## src/rtl/mips_pkg.sv

```systemverilog
// Shared definitions for the hazard unit: divider state encoding,
// forward-select encodings, divider defaults and a register-match helper.
package mips_pkg;

    // Divider sequencer states
    typedef enum logic [1:0] {
        DIV_IDLE = 2'b00,
        DIV_BUSY = 2'b01,
        DIV_DONE = 2'b10
    } div_state_e;

    // EX operand select encodings
    localparam logic [1:0] FWD_RF  = 2'b00;
    localparam logic [1:0] FWD_WB  = 2'b01;
    localparam logic [1:0] FWD_MEM = 2'b10;

    // Default divide latency and counter width (holds 0..64)
    localparam int DIV_CYCLES_DEF = 32;
    localparam int DIV_CNT_W      = 7;

    // Register 0 is hard-wired, so it never creates a dependency
    function automatic logic reg_match(input logic [4:0] a, input logic [4:0] b);
        return (a != 5'd0) && (a == b);
    endfunction

    // MEM result beats WB result because it is the younger producer
    function automatic logic [1:0] fwd_sel(input logic [4:0] src,
                                           input logic       wr_m,
                                           input logic [4:0] dst_m,
                                           input logic       wr_w,
                                           input logic [4:0] dst_w);
        if (wr_m && reg_match(dst_m, src))
            return FWD_MEM;
        else if (wr_w && reg_match(dst_w, src))
            return FWD_WB;
        else
            return FWD_RF;
    endfunction

endpackage

```

## src/rtl/hazard_ctrl_if.sv

```systemverilog
// Pipeline-to-hazard-unit signal bundle. The pipeline (master) drives the
// register numbers and stage flags; the hazard unit (slave) returns stall,
// flush, forward and divider status. There is no handshake: every output is
// a level that is valid in the same cycle as the inputs that produced it.
interface hazard_ctrl_if;
    import mips_pkg::*;

    logic [4:0]  RsD, RtD;
    logic [4:0]  RsE, RtE, WriteRegE;
    logic [4:0]  WriteRegM, WriteRegW;
    logic        RegWriteE, RegWriteM, RegWriteW;
    logic        MemtoRegE, MemtoRegM;
    logic        BranchD;
    logic        DivE;

    logic        StallF, StallD, StallE;
    logic        FlushE, FlushM;
    logic        ForwardAD, ForwardBD;
    logic [1:0]  ForwardAE, ForwardBE;
    logic        DivBusy, DivDoneE;
    logic [31:0] StallCount;
    div_state_e  DivStateDbg;

    modport master (
        output RsD, RtD, RsE, RtE, WriteRegE, WriteRegM, WriteRegW,
               RegWriteE, RegWriteM, RegWriteW, MemtoRegE, MemtoRegM,
               BranchD, DivE,
        input  StallF, StallD, StallE, FlushE, FlushM, ForwardAD, ForwardBD,
               ForwardAE, ForwardBE, DivBusy, DivDoneE, StallCount, DivStateDbg
    );

    modport slave (
        input  RsD, RtD, RsE, RtE, WriteRegE, WriteRegM, WriteRegW,
               RegWriteE, RegWriteM, RegWriteW, MemtoRegE, MemtoRegM,
               BranchD, DivE,
        output StallF, StallD, StallE, FlushE, FlushM, ForwardAD, ForwardBD,
               ForwardAE, ForwardBE, DivBusy, DivDoneE, StallCount, DivStateDbg
    );

endinterface

```

## src/rtl/div_seq.sv

```systemverilog
// Multi-cycle divide sequencer: IDLE -> BUSY (DIV_CYCLES cycles) -> DONE
// (one cycle) -> IDLE. divstall covers the launch cycle in IDLE and all of
// BUSY; it is forced low while reset is held so an aborted divide releases
// the pipeline without waiting for a clock.
module div_seq
    import mips_pkg::*;
#(
    parameter int DIV_CYCLES = DIV_CYCLES_DEF
) (
    input  logic       i_clk,
    input  logic       i_rst,
    input  logic       i_div_e,
    output logic       o_divstall,
    output logic       o_div_done,
    output div_state_e o_state
);

    localparam logic [DIV_CNT_W-1:0] LAST_CNT = DIV_CNT_W'(DIV_CYCLES - 1);

    div_state_e           r_state;
    div_state_e           w_state_nxt;
    logic [DIV_CNT_W-1:0] r_cnt;
    logic [DIV_CNT_W-1:0] w_cnt_nxt;

    // State and counter registers with asynchronous abort
    always_ff @(posedge i_clk or posedge i_rst) begin
        if (i_rst) begin
            r_state <= DIV_IDLE;
            r_cnt   <= '0;
        end else begin
            r_state <= w_state_nxt;
            r_cnt   <= w_cnt_nxt;
        end
    end

    // Next-state, counter update and status outputs
    always_comb begin
        w_state_nxt = r_state;
        w_cnt_nxt   = r_cnt;
        o_divstall  = 1'b0;
        o_div_done  = 1'b0;
        case (r_state)
            DIV_IDLE: begin
                if (i_div_e) begin
                    w_state_nxt = DIV_BUSY;
                    w_cnt_nxt   = '0;
                    o_divstall  = 1'b1;
                end
            end
            DIV_BUSY: begin
                o_divstall = 1'b1;
                w_cnt_nxt  = r_cnt + 1'b1;
                if (r_cnt == LAST_CNT)
                    w_state_nxt = DIV_DONE;
            end
            DIV_DONE: begin
                o_div_done  = 1'b1;
                w_state_nxt = DIV_IDLE;
            end
            default: begin
                w_state_nxt = DIV_IDLE;
            end
        endcase
        if (i_rst) begin
            o_divstall = 1'b0;
            o_div_done = 1'b0;
        end
    end

    assign o_state = r_state;

endmodule

```

## src/rtl/hazard_ctrl.sv

```systemverilog
// Hazard unit for a 5-stage pipeline: operand forwarding, load-use and
// branch-compare stalls, multi-cycle divide stalls and a saturating count
// of fetch-stall cycles. All control outputs are combinational.
module hazard_ctrl
    import mips_pkg::*;
#(
    parameter int DIV_CYCLES = DIV_CYCLES_DEF
) (
    input  logic         clk,
    input  logic         rst,
    hazard_ctrl_if.slave hz
);

    logic        w_lwstall;
    logic        w_branchstall;
    logic        w_hazstall;
    logic        w_divstall;
    logic        w_div_done;
    logic        w_stall_f;
    div_state_e  w_div_state;
    logic [31:0] r_stall_count;

    div_seq #(.DIV_CYCLES(DIV_CYCLES)) u_div_seq (
        .i_clk      (clk),
        .i_rst      (rst),
        .i_div_e    (hz.DivE),
        .o_divstall (w_divstall),
        .o_div_done (w_div_done),
        .o_state    (w_div_state)
    );

    // Forwarding selects for the EX operands and the ID branch comparator
    always_comb begin
        hz.ForwardAE = fwd_sel(hz.RsE, hz.RegWriteM, hz.WriteRegM, hz.RegWriteW, hz.WriteRegW);
        hz.ForwardBE = fwd_sel(hz.RtE, hz.RegWriteM, hz.WriteRegM, hz.RegWriteW, hz.WriteRegW);
        hz.ForwardAD = hz.RegWriteM && reg_match(hz.WriteRegM, hz.RsD);
        hz.ForwardBD = hz.RegWriteM && reg_match(hz.WriteRegM, hz.RtD);
    end

    // Load-use and branch-compare hazard detection
    always_comb begin
        w_lwstall     = hz.MemtoRegE &&
                        (reg_match(hz.WriteRegE, hz.RsD) || reg_match(hz.WriteRegE, hz.RtD));
        w_branchstall = hz.BranchD &&
                        ((hz.RegWriteE &&
                          (reg_match(hz.WriteRegE, hz.RsD) || reg_match(hz.WriteRegE, hz.RtD))) ||
                         (hz.MemtoRegM &&
                          (reg_match(hz.WriteRegM, hz.RsD) || reg_match(hz.WriteRegM, hz.RtD))));
        w_hazstall    = w_lwstall || w_branchstall;
    end

    // Stall/flush steering: a divide freezes F/D/E and bubbles MEM,
    // masking the ordinary hazards until it releases
    always_comb begin
        w_stall_f = 1'b0;
        hz.StallD = 1'b0;
        hz.StallE = 1'b0;
        hz.FlushE = 1'b0;
        hz.FlushM = 1'b0;
        if (w_divstall) begin
            w_stall_f = 1'b1;
            hz.StallD = 1'b1;
            hz.StallE = 1'b1;
            hz.FlushM = 1'b1;
        end else begin
            w_stall_f = w_hazstall;
            hz.StallD = w_hazstall;
            hz.FlushE = w_hazstall;
        end
    end

    // Saturating count of cycles in which fetch was held
    always_ff @(posedge clk or posedge rst) begin
        if (rst)
            r_stall_count <= '0;
        else if (w_stall_f && (r_stall_count != 32'hFFFF_FFFF))
            r_stall_count <= r_stall_count + 32'd1;
    end

    assign hz.StallF      = w_stall_f;
    assign hz.DivBusy     = w_divstall;
    assign hz.DivDoneE    = w_div_done;
    assign hz.StallCount  = r_stall_count;
    assign hz.DivStateDbg = w_div_state;

endmodule
```

## src/flat_wrapper.sv

```systemverilog
// flat-port wrapper written by rule: the top's interface ports become plain ports
module hazard_ctrl_flat import mips_pkg::*;
#(
    parameter int DIV_CYCLES = DIV_CYCLES_DEF
)
  (clk, rst, hz_RsD, hz_RtD, hz_RsE, hz_RtE, hz_WriteRegE, hz_WriteRegM, hz_WriteRegW, hz_RegWriteE, hz_RegWriteM, hz_RegWriteW, hz_MemtoRegE, hz_MemtoRegM, hz_BranchD, hz_DivE, hz_StallF, hz_StallD, hz_StallE, hz_FlushE, hz_FlushM, hz_ForwardAD, hz_ForwardBD, hz_ForwardAE, hz_ForwardBE, hz_DivBusy, hz_DivDoneE, hz_StallCount, hz_DivStateDbg);
  hazard_ctrl_if hz_i ();
  input  logic clk;
  input  logic rst;
  input wire logic [$bits(hz_i.RsD)-1:0] hz_RsD;
  input wire logic [$bits(hz_i.RtD)-1:0] hz_RtD;
  input wire logic [$bits(hz_i.RsE)-1:0] hz_RsE;
  input wire logic [$bits(hz_i.RtE)-1:0] hz_RtE;
  input wire logic [$bits(hz_i.WriteRegE)-1:0] hz_WriteRegE;
  input wire logic [$bits(hz_i.WriteRegM)-1:0] hz_WriteRegM;
  input wire logic [$bits(hz_i.WriteRegW)-1:0] hz_WriteRegW;
  input wire logic [$bits(hz_i.RegWriteE)-1:0] hz_RegWriteE;
  input wire logic [$bits(hz_i.RegWriteM)-1:0] hz_RegWriteM;
  input wire logic [$bits(hz_i.RegWriteW)-1:0] hz_RegWriteW;
  input wire logic [$bits(hz_i.MemtoRegE)-1:0] hz_MemtoRegE;
  input wire logic [$bits(hz_i.MemtoRegM)-1:0] hz_MemtoRegM;
  input wire logic [$bits(hz_i.BranchD)-1:0] hz_BranchD;
  input wire logic [$bits(hz_i.DivE)-1:0] hz_DivE;
  output wire logic [$bits(hz_i.StallF)-1:0] hz_StallF;
  output wire logic [$bits(hz_i.StallD)-1:0] hz_StallD;
  output wire logic [$bits(hz_i.StallE)-1:0] hz_StallE;
  output wire logic [$bits(hz_i.FlushE)-1:0] hz_FlushE;
  output wire logic [$bits(hz_i.FlushM)-1:0] hz_FlushM;
  output wire logic [$bits(hz_i.ForwardAD)-1:0] hz_ForwardAD;
  output wire logic [$bits(hz_i.ForwardBD)-1:0] hz_ForwardBD;
  output wire logic [$bits(hz_i.ForwardAE)-1:0] hz_ForwardAE;
  output wire logic [$bits(hz_i.ForwardBE)-1:0] hz_ForwardBE;
  output wire logic [$bits(hz_i.DivBusy)-1:0] hz_DivBusy;
  output wire logic [$bits(hz_i.DivDoneE)-1:0] hz_DivDoneE;
  output wire logic [$bits(hz_i.StallCount)-1:0] hz_StallCount;
  output wire logic [$bits(hz_i.DivStateDbg)-1:0] hz_DivStateDbg;
  assign hz_i.RsD = hz_RsD;
  assign hz_i.RtD = hz_RtD;
  assign hz_i.RsE = hz_RsE;
  assign hz_i.RtE = hz_RtE;
  assign hz_i.WriteRegE = hz_WriteRegE;
  assign hz_i.WriteRegM = hz_WriteRegM;
  assign hz_i.WriteRegW = hz_WriteRegW;
  assign hz_i.RegWriteE = hz_RegWriteE;
  assign hz_i.RegWriteM = hz_RegWriteM;
  assign hz_i.RegWriteW = hz_RegWriteW;
  assign hz_i.MemtoRegE = hz_MemtoRegE;
  assign hz_i.MemtoRegM = hz_MemtoRegM;
  assign hz_i.BranchD = hz_BranchD;
  assign hz_i.DivE = hz_DivE;
  assign hz_StallF = hz_i.StallF;
  assign hz_StallD = hz_i.StallD;
  assign hz_StallE = hz_i.StallE;
  assign hz_FlushE = hz_i.FlushE;
  assign hz_FlushM = hz_i.FlushM;
  assign hz_ForwardAD = hz_i.ForwardAD;
  assign hz_ForwardBD = hz_i.ForwardBD;
  assign hz_ForwardAE = hz_i.ForwardAE;
  assign hz_ForwardBE = hz_i.ForwardBE;
  assign hz_DivBusy = hz_i.DivBusy;
  assign hz_DivDoneE = hz_i.DivDoneE;
  assign hz_StallCount = hz_i.StallCount;
  assign hz_DivStateDbg = hz_i.DivStateDbg;
  hazard_ctrl #(.DIV_CYCLES(DIV_CYCLES)) u_core (.clk(clk), .rst(rst), .hz(hz_i));
endmodule
```

## config.mk

```make
export PLATFORM = sky130hd
export DESIGN_NAME = hazard_ctrl_flat
export DESIGN_NICKNAME = d
export VERILOG_FILES = /design/src/rtl/mips_pkg.sv /design/src/rtl/hazard_ctrl_if.sv /design/src/rtl/div_seq.sv /design/src/rtl/hazard_ctrl.sv /design/src/flat_wrapper.sv
export SDC_FILE = /design/constraint.sdc
export NUM_CORES = 1
export LEC_CHECK = 0
export BUFFER_PORTS_ARGS = -buffer_cell sky130_fd_sc_hd__buf_2
export CAP_MARGIN = 10
export CELL_PAD_IN_SITES_DETAIL_PLACEMENT = 1
export CELL_PAD_IN_SITES_GLOBAL_PLACEMENT = 1
export CORE_ASPECT_RATIO = 1.5
export CORE_MARGIN = 5
export CORE_UTILIZATION = 37
export DETAILED_ROUTE_END_ITERATION = 8
export PLACE_DENSITY_LB_ADDON = 0.1
export SYNTH_ARGS = -nofsm -noshare
export SYNTH_HDL_FRONTEND = slang
export SYNTH_SLANG_ARGS = --single-unit
```

## constraint.sdc

```tcl
create_clock -name clk -period 2.28 [get_ports clk]
set_input_delay 0.114 -clock clk [delete_from_list [all_inputs] [get_ports clk]]
set_output_delay 0.114 -clock clk [all_outputs]
set_load 0.02 [all_outputs]
```

# == Word-level counts from Yosys, hierarchy flattened ==
# Cells that the tools add are included.
# totals
romBits,0
latchBits,0
ram_bits,0
output_inout_bits,47
word_cells,66
in_bits,44
n_memories,0
regBits,41
# op_classes
n_lt_le_gt_ge,0
addsub,2
n_mul,0
n_eq_ne,14
shifts,0
mux,17
div_mod_pow,0
bitwise,0
n_reduce_logical,30
# ops
cell,n
$eq 5x5->1,8
$add 32x1->32 const B,1
$ne 32x32->1 const B,1
$logic_and 1x1->1,19
$reduce_bool 5->1,3
$pmux 7 s2,1
$mux 1,9
$mux 2,4
$add 7x1->7 const B,1
$eq 7x5->1 const B,1
$mux 7,1
$logic_or 1x1->1,4
$ne 2x2->1 const B,2
$pmux 2 s2,1
$reduce_and 2->1,2
$eq 2x1->1 const B,1
$eq 2x2->1 const B,1
$logic_not 2->1,1
$pmux 1 s2,1
$reduce_bool 2->1,1

# == Depth between registers and ports, before layout ==
# depth
depth_word,9
depth_mapped,9

# == By module ==
# A second synthesis with hierarchy kept.
# unflattened
hier_cells,280
area_unflattened_um2,2657.5
# modules_own_cells
mod,area_per_inst_um2,seq_area_each_um2,n_inst,cells_each
hazard_ctrl,2188.3,800.8,1,233
div_seq,469.2,225.2,1,47

# == Least setup slack after synthesis ==
# No wires, ideal clock.
# synth_path
path_kind,register -> register
from,"reg u_core.r_stall_count[0], in the netlist u_core.hz.StallCount[0]"
to,"reg u_core.r_stall_count[1], in the netlist u_core.hz.StallCount[1]"
arrival_ps,2005
stages_incl_launch_ff,8
path_buffers,0
setup_ps,128
synth_period_minus_slack_ps,2132
path_slack_ps,148
path_cell_list,dfrtp_1 > ha_1 > nand3_2 > nor4_4 > nand4_2 > nand2b_4 > nand2_1 > mux2_1
# synth_between
elab_chain_cells,2
elab_cells_between_ends,3
cone_classes,1 x add/sub; 1 x eq/ne; 1 x reduce/logical
# synth_rtl
element,line,source
start: declaration,hazard_ctrl.sv:21,logic [31:0] r_stall_count;
start signal: assignment,hazard_ctrl.sv:77,r_stall_count <= r_stall_count + 32'd1;
"parallel branches: the longest is 2 deep, another holds $add 32x1->32",-,
# Several ways; the timed one is not identified.
# A chain may end at the register's enable or synchronous reset.

# == Worst setup path after layout ==
# Same ends and word-level chain as after synthesis.

==> results.sh <==
export IMPL_status="complete, no violations"
export IMPL_yosys_area_share_xor_xnor_pct=23.3
export IMPL_synthTopCellsByArea="dfrtp_1, xnor2_1, xor2_1"
export IMPL_grt_max_degree=42
export IMPL_yosys_area_top_type="dfrtp_1"
export IMPL_grt_pass1_wl_mm=12.2
export IMPL_cts_clk_slew_worst_paths_ns=0.08
export IMPL_synth_adder_area_share_pct=0.951
export IMPL_tightest_slew_ns=0.505
export IMPL_period_share_pct=92.1
export IMPL_ys_ff_latch=41
export IMPL_min_path_type="primary input to register"
export IMPL_cts_buffers=5
export IMPL_drc_errors=0
export IMPL_syn_to_final_growth_pct=25.8
export IMPL_maxSlewViolCount=0
export IMPL_yosys_warnings=0
export IMPL_post_synth_num_cell_types=38
export IMPL_synth_top_area_share_pct=39.0
export IMPL_syn_inst=281
export IMPL_hpwl_mm=5.94
export IMPL_critPathLaunchType="register"
export IMPL_grt_pass1_vias=2643
export IMPL_required_ns=2.46
export IMPL_vias_per_cell=5.25
export IMPL_io_buffers=90
export IMPL_ys_seq_area_share_pct=39.0
export IMPL_power_per_cell_area_mw_per_mm2=607
export IMPL_syn_area_mm2=0.00263
export IMPL_fin_area_mm2=0.00331
export IMPL_coreArea_mm2=0.00690
export IMPL_insertion_delay_ns=0.30
export IMPL_cp_arrival_ns=2.28
export IMPL_period_needed_ns=2.10
export IMPL_place_area_mm2=0.00317
export IMPL_cp_max_fo=7
export IMPL_fp_row_count=37
export IMPL_endpoint_kind="register"
export IMPL_antenna_found_initial=0
export IMPL_synth_edf_count=0
export IMPL_synthMuxAreaShare_pct=1.28
export IMPL_clock_path_buffers=2
export IMPL_synth_simple_area_share_pct=27.5
export IMPL_p_leak_nw=1.60
export IMPL_postLayoutCoreUtil_pct=48.0
export IMPL_drt_iter0_drc=37
export IMPL_dieArea_mm2=0.00893
export IMPL_drt_wl_total_mm=7.25
export IMPL_setup_violations=0
export IMPL_final_common_cell="buf_2"
export IMPL_place_congestion=0.844
export IMPL_die_h_um=113
export IMPL_maxSlewHeadroom_pct=66.3
export IMPL_cts_root_buffer="clkbuf_8"
export IMPL_cts_tree="done"
export IMPL_final_cell_mix="buf_2, xnor2_1, dfrtp_1"
export IMPL_synth_flop_cell="dfrtp_1"
export IMPL_clock_sinks=41
export IMPL_n_antenna_cell=0
export IMPL_setup_tns_final_ns=0
export IMPL_finClkSkew_ns=0.0112
export IMPL_critPathKind="register to register"
export IMPL_final_hold_violation_count=0
export IMPL_h_tree_depth=2
export IMPL_rsz0062_at_grt="false"
export IMPL_synth_top_family_by_area="simple AND/OR/NAND/NOR gates"
export IMPL_ios=91
export IMPL_die_w_um=78.9
export IMPL_grt_overflow=0
export IMPL_track_usage_pct=16.8
export IMPL_drive_above_1_share_pct=31.0
export IMPL_maxCapViolCount=0
export IMPL_nNetsFinal=422
export IMPL_max_freq_mhz=476
export IMPL_synth_compound_area_share_pct=4.09
export IMPL_start_util_pct=38.1
export IMPL_drtAntennaViolNets=0
export IMPL_synth_async_reset_ratio_pct=100
export IMPL_peakVddDrop_mv=0.259
export IMPL_wl_per_cell_um=15.9
export IMPL_synth_nets=327
export IMPL_vias=2390
export IMPL_syn_area_per_cell_um2=9.36
export IMPL_drt_first_pass_iters=4
-- Yosys cell counts, types with 4 or more instances --
cell type  count
xor2_1        25
xnor2_1       45
nand4_1       16
nor3_1        14
dfrtp_1       41
buf_2          7
nand3_1       24
and3_1        14
o21ai_0        6
nor2_1        15
buf_4          4
nand2_1       25
nor4_1         5
-- per-layer routing --
metal | wire length, µm | global-route usage (%)
met1 | 2780 | 17.9
met2 | 3950 | 32.5
met3 | 413 | 3.90
met4 | 97 | 4.59
met5 | 0 | 0
-- power breakdown --
group / internal, W / total (W) / switching (W)
sequential: 0.000818 / 0.000931 / 0.000113
clock: 0.000274 / 0.000531 / 0.000257
combinational: 0.000243 / 0.000548 / 0.000304
total: 0.00134 / 0.00201 / 0.000675
-- layout make-up --
cell class | instances | area [µm²]
Fill cell | 863 | 3590
Multi-Input combinational cell | 223 | 1500
Sequential cell | 41 | 1030
Timing Repair Buffer | 103 | 576
Tap cell | 78 | 97.6
Clock buffer | 7 | 96.3
Inverter | 2 | 7.51
Clock inverter | 1 | 5.00
-- final timing paths --
check / start / end / slack [ns] / depth (start not counted)
max: u_core.hz.StallCount[0] / u_core.hz.StallCount[1] / 0.18 / 7
min: hz_DivE / u_core.u_div_seq.o_state[0] / 0.20 / 3
max reg2reg: u_core.hz.StallCount[0] / u_core.hz.StallCount[1] / 0.18 / 7
min reg2reg: u_core.hz.StallCount[12] / u_core.hz.StallCount[12] / 0.49 / 1
max in group asynchronous: rst / u_core.hz.StallCount[11] / 1.42 / 4
min in group asynchronous: rst / u_core.u_div_seq.o_state[1] / 0.50 / 4
-- state kept, by name, indices dropped and copies added, names as in the netlist --
signal and cells:
u_core.hz.StallCount 32, u_core.u_div_seq.r_cnt 7, u_core.u_div_seq.o_state 2
-- cell families after synthesis --
| logic type | Yosys count |
|---|---|
| adder cells (fa/ha/maj) | 2 |
| multiplexers | 3 |
| AND/OR/NAND/NOR | 131 |
| AO/OA/AOI/OAI | 17 |
| XOR/XNOR | 70 |
| flip-flops | 41 |
| buffers and inverters | 17 |
-- stage by stage --
stage / worst slack (ns) / power (W) / hold slack, ns / instances
after floorplan: 0.148 / 0.00130 / 0.305 / 281
after global placement: 0.188 / 0.00149 / 0.295 / 444
after detailed placement: 0.136 / 0.00151 / 0.302 / 444
after CTS: 0.121 / 0.00204 / 0.207 / 453
after global routing: 0.0319 / 0.00215 / 0.232 / 455
final: 0.180 / 0.00201 / 0.203 / 455
-- worst max-delay path: stages, from the launching register on --
cell and delay, ns:
dfrtp_1 0.42, ha_1 0.20, nand3_2 0.13, nor4_4 0.34
nand4_2 0.21, nand2b_4 0.23, nand2_1 0.14, mux2_1 0.33
-- what timing repair did --
item | in CTS | in global routing
resized for setup | 0 | 0
endpoints found under the setup margin | 0 | 1
endpoints found under the hold margin | 41 | 0
setup buffers | 0 | 2
hold buffers | 1 | 0
Power figures use the tool's default switching activity.
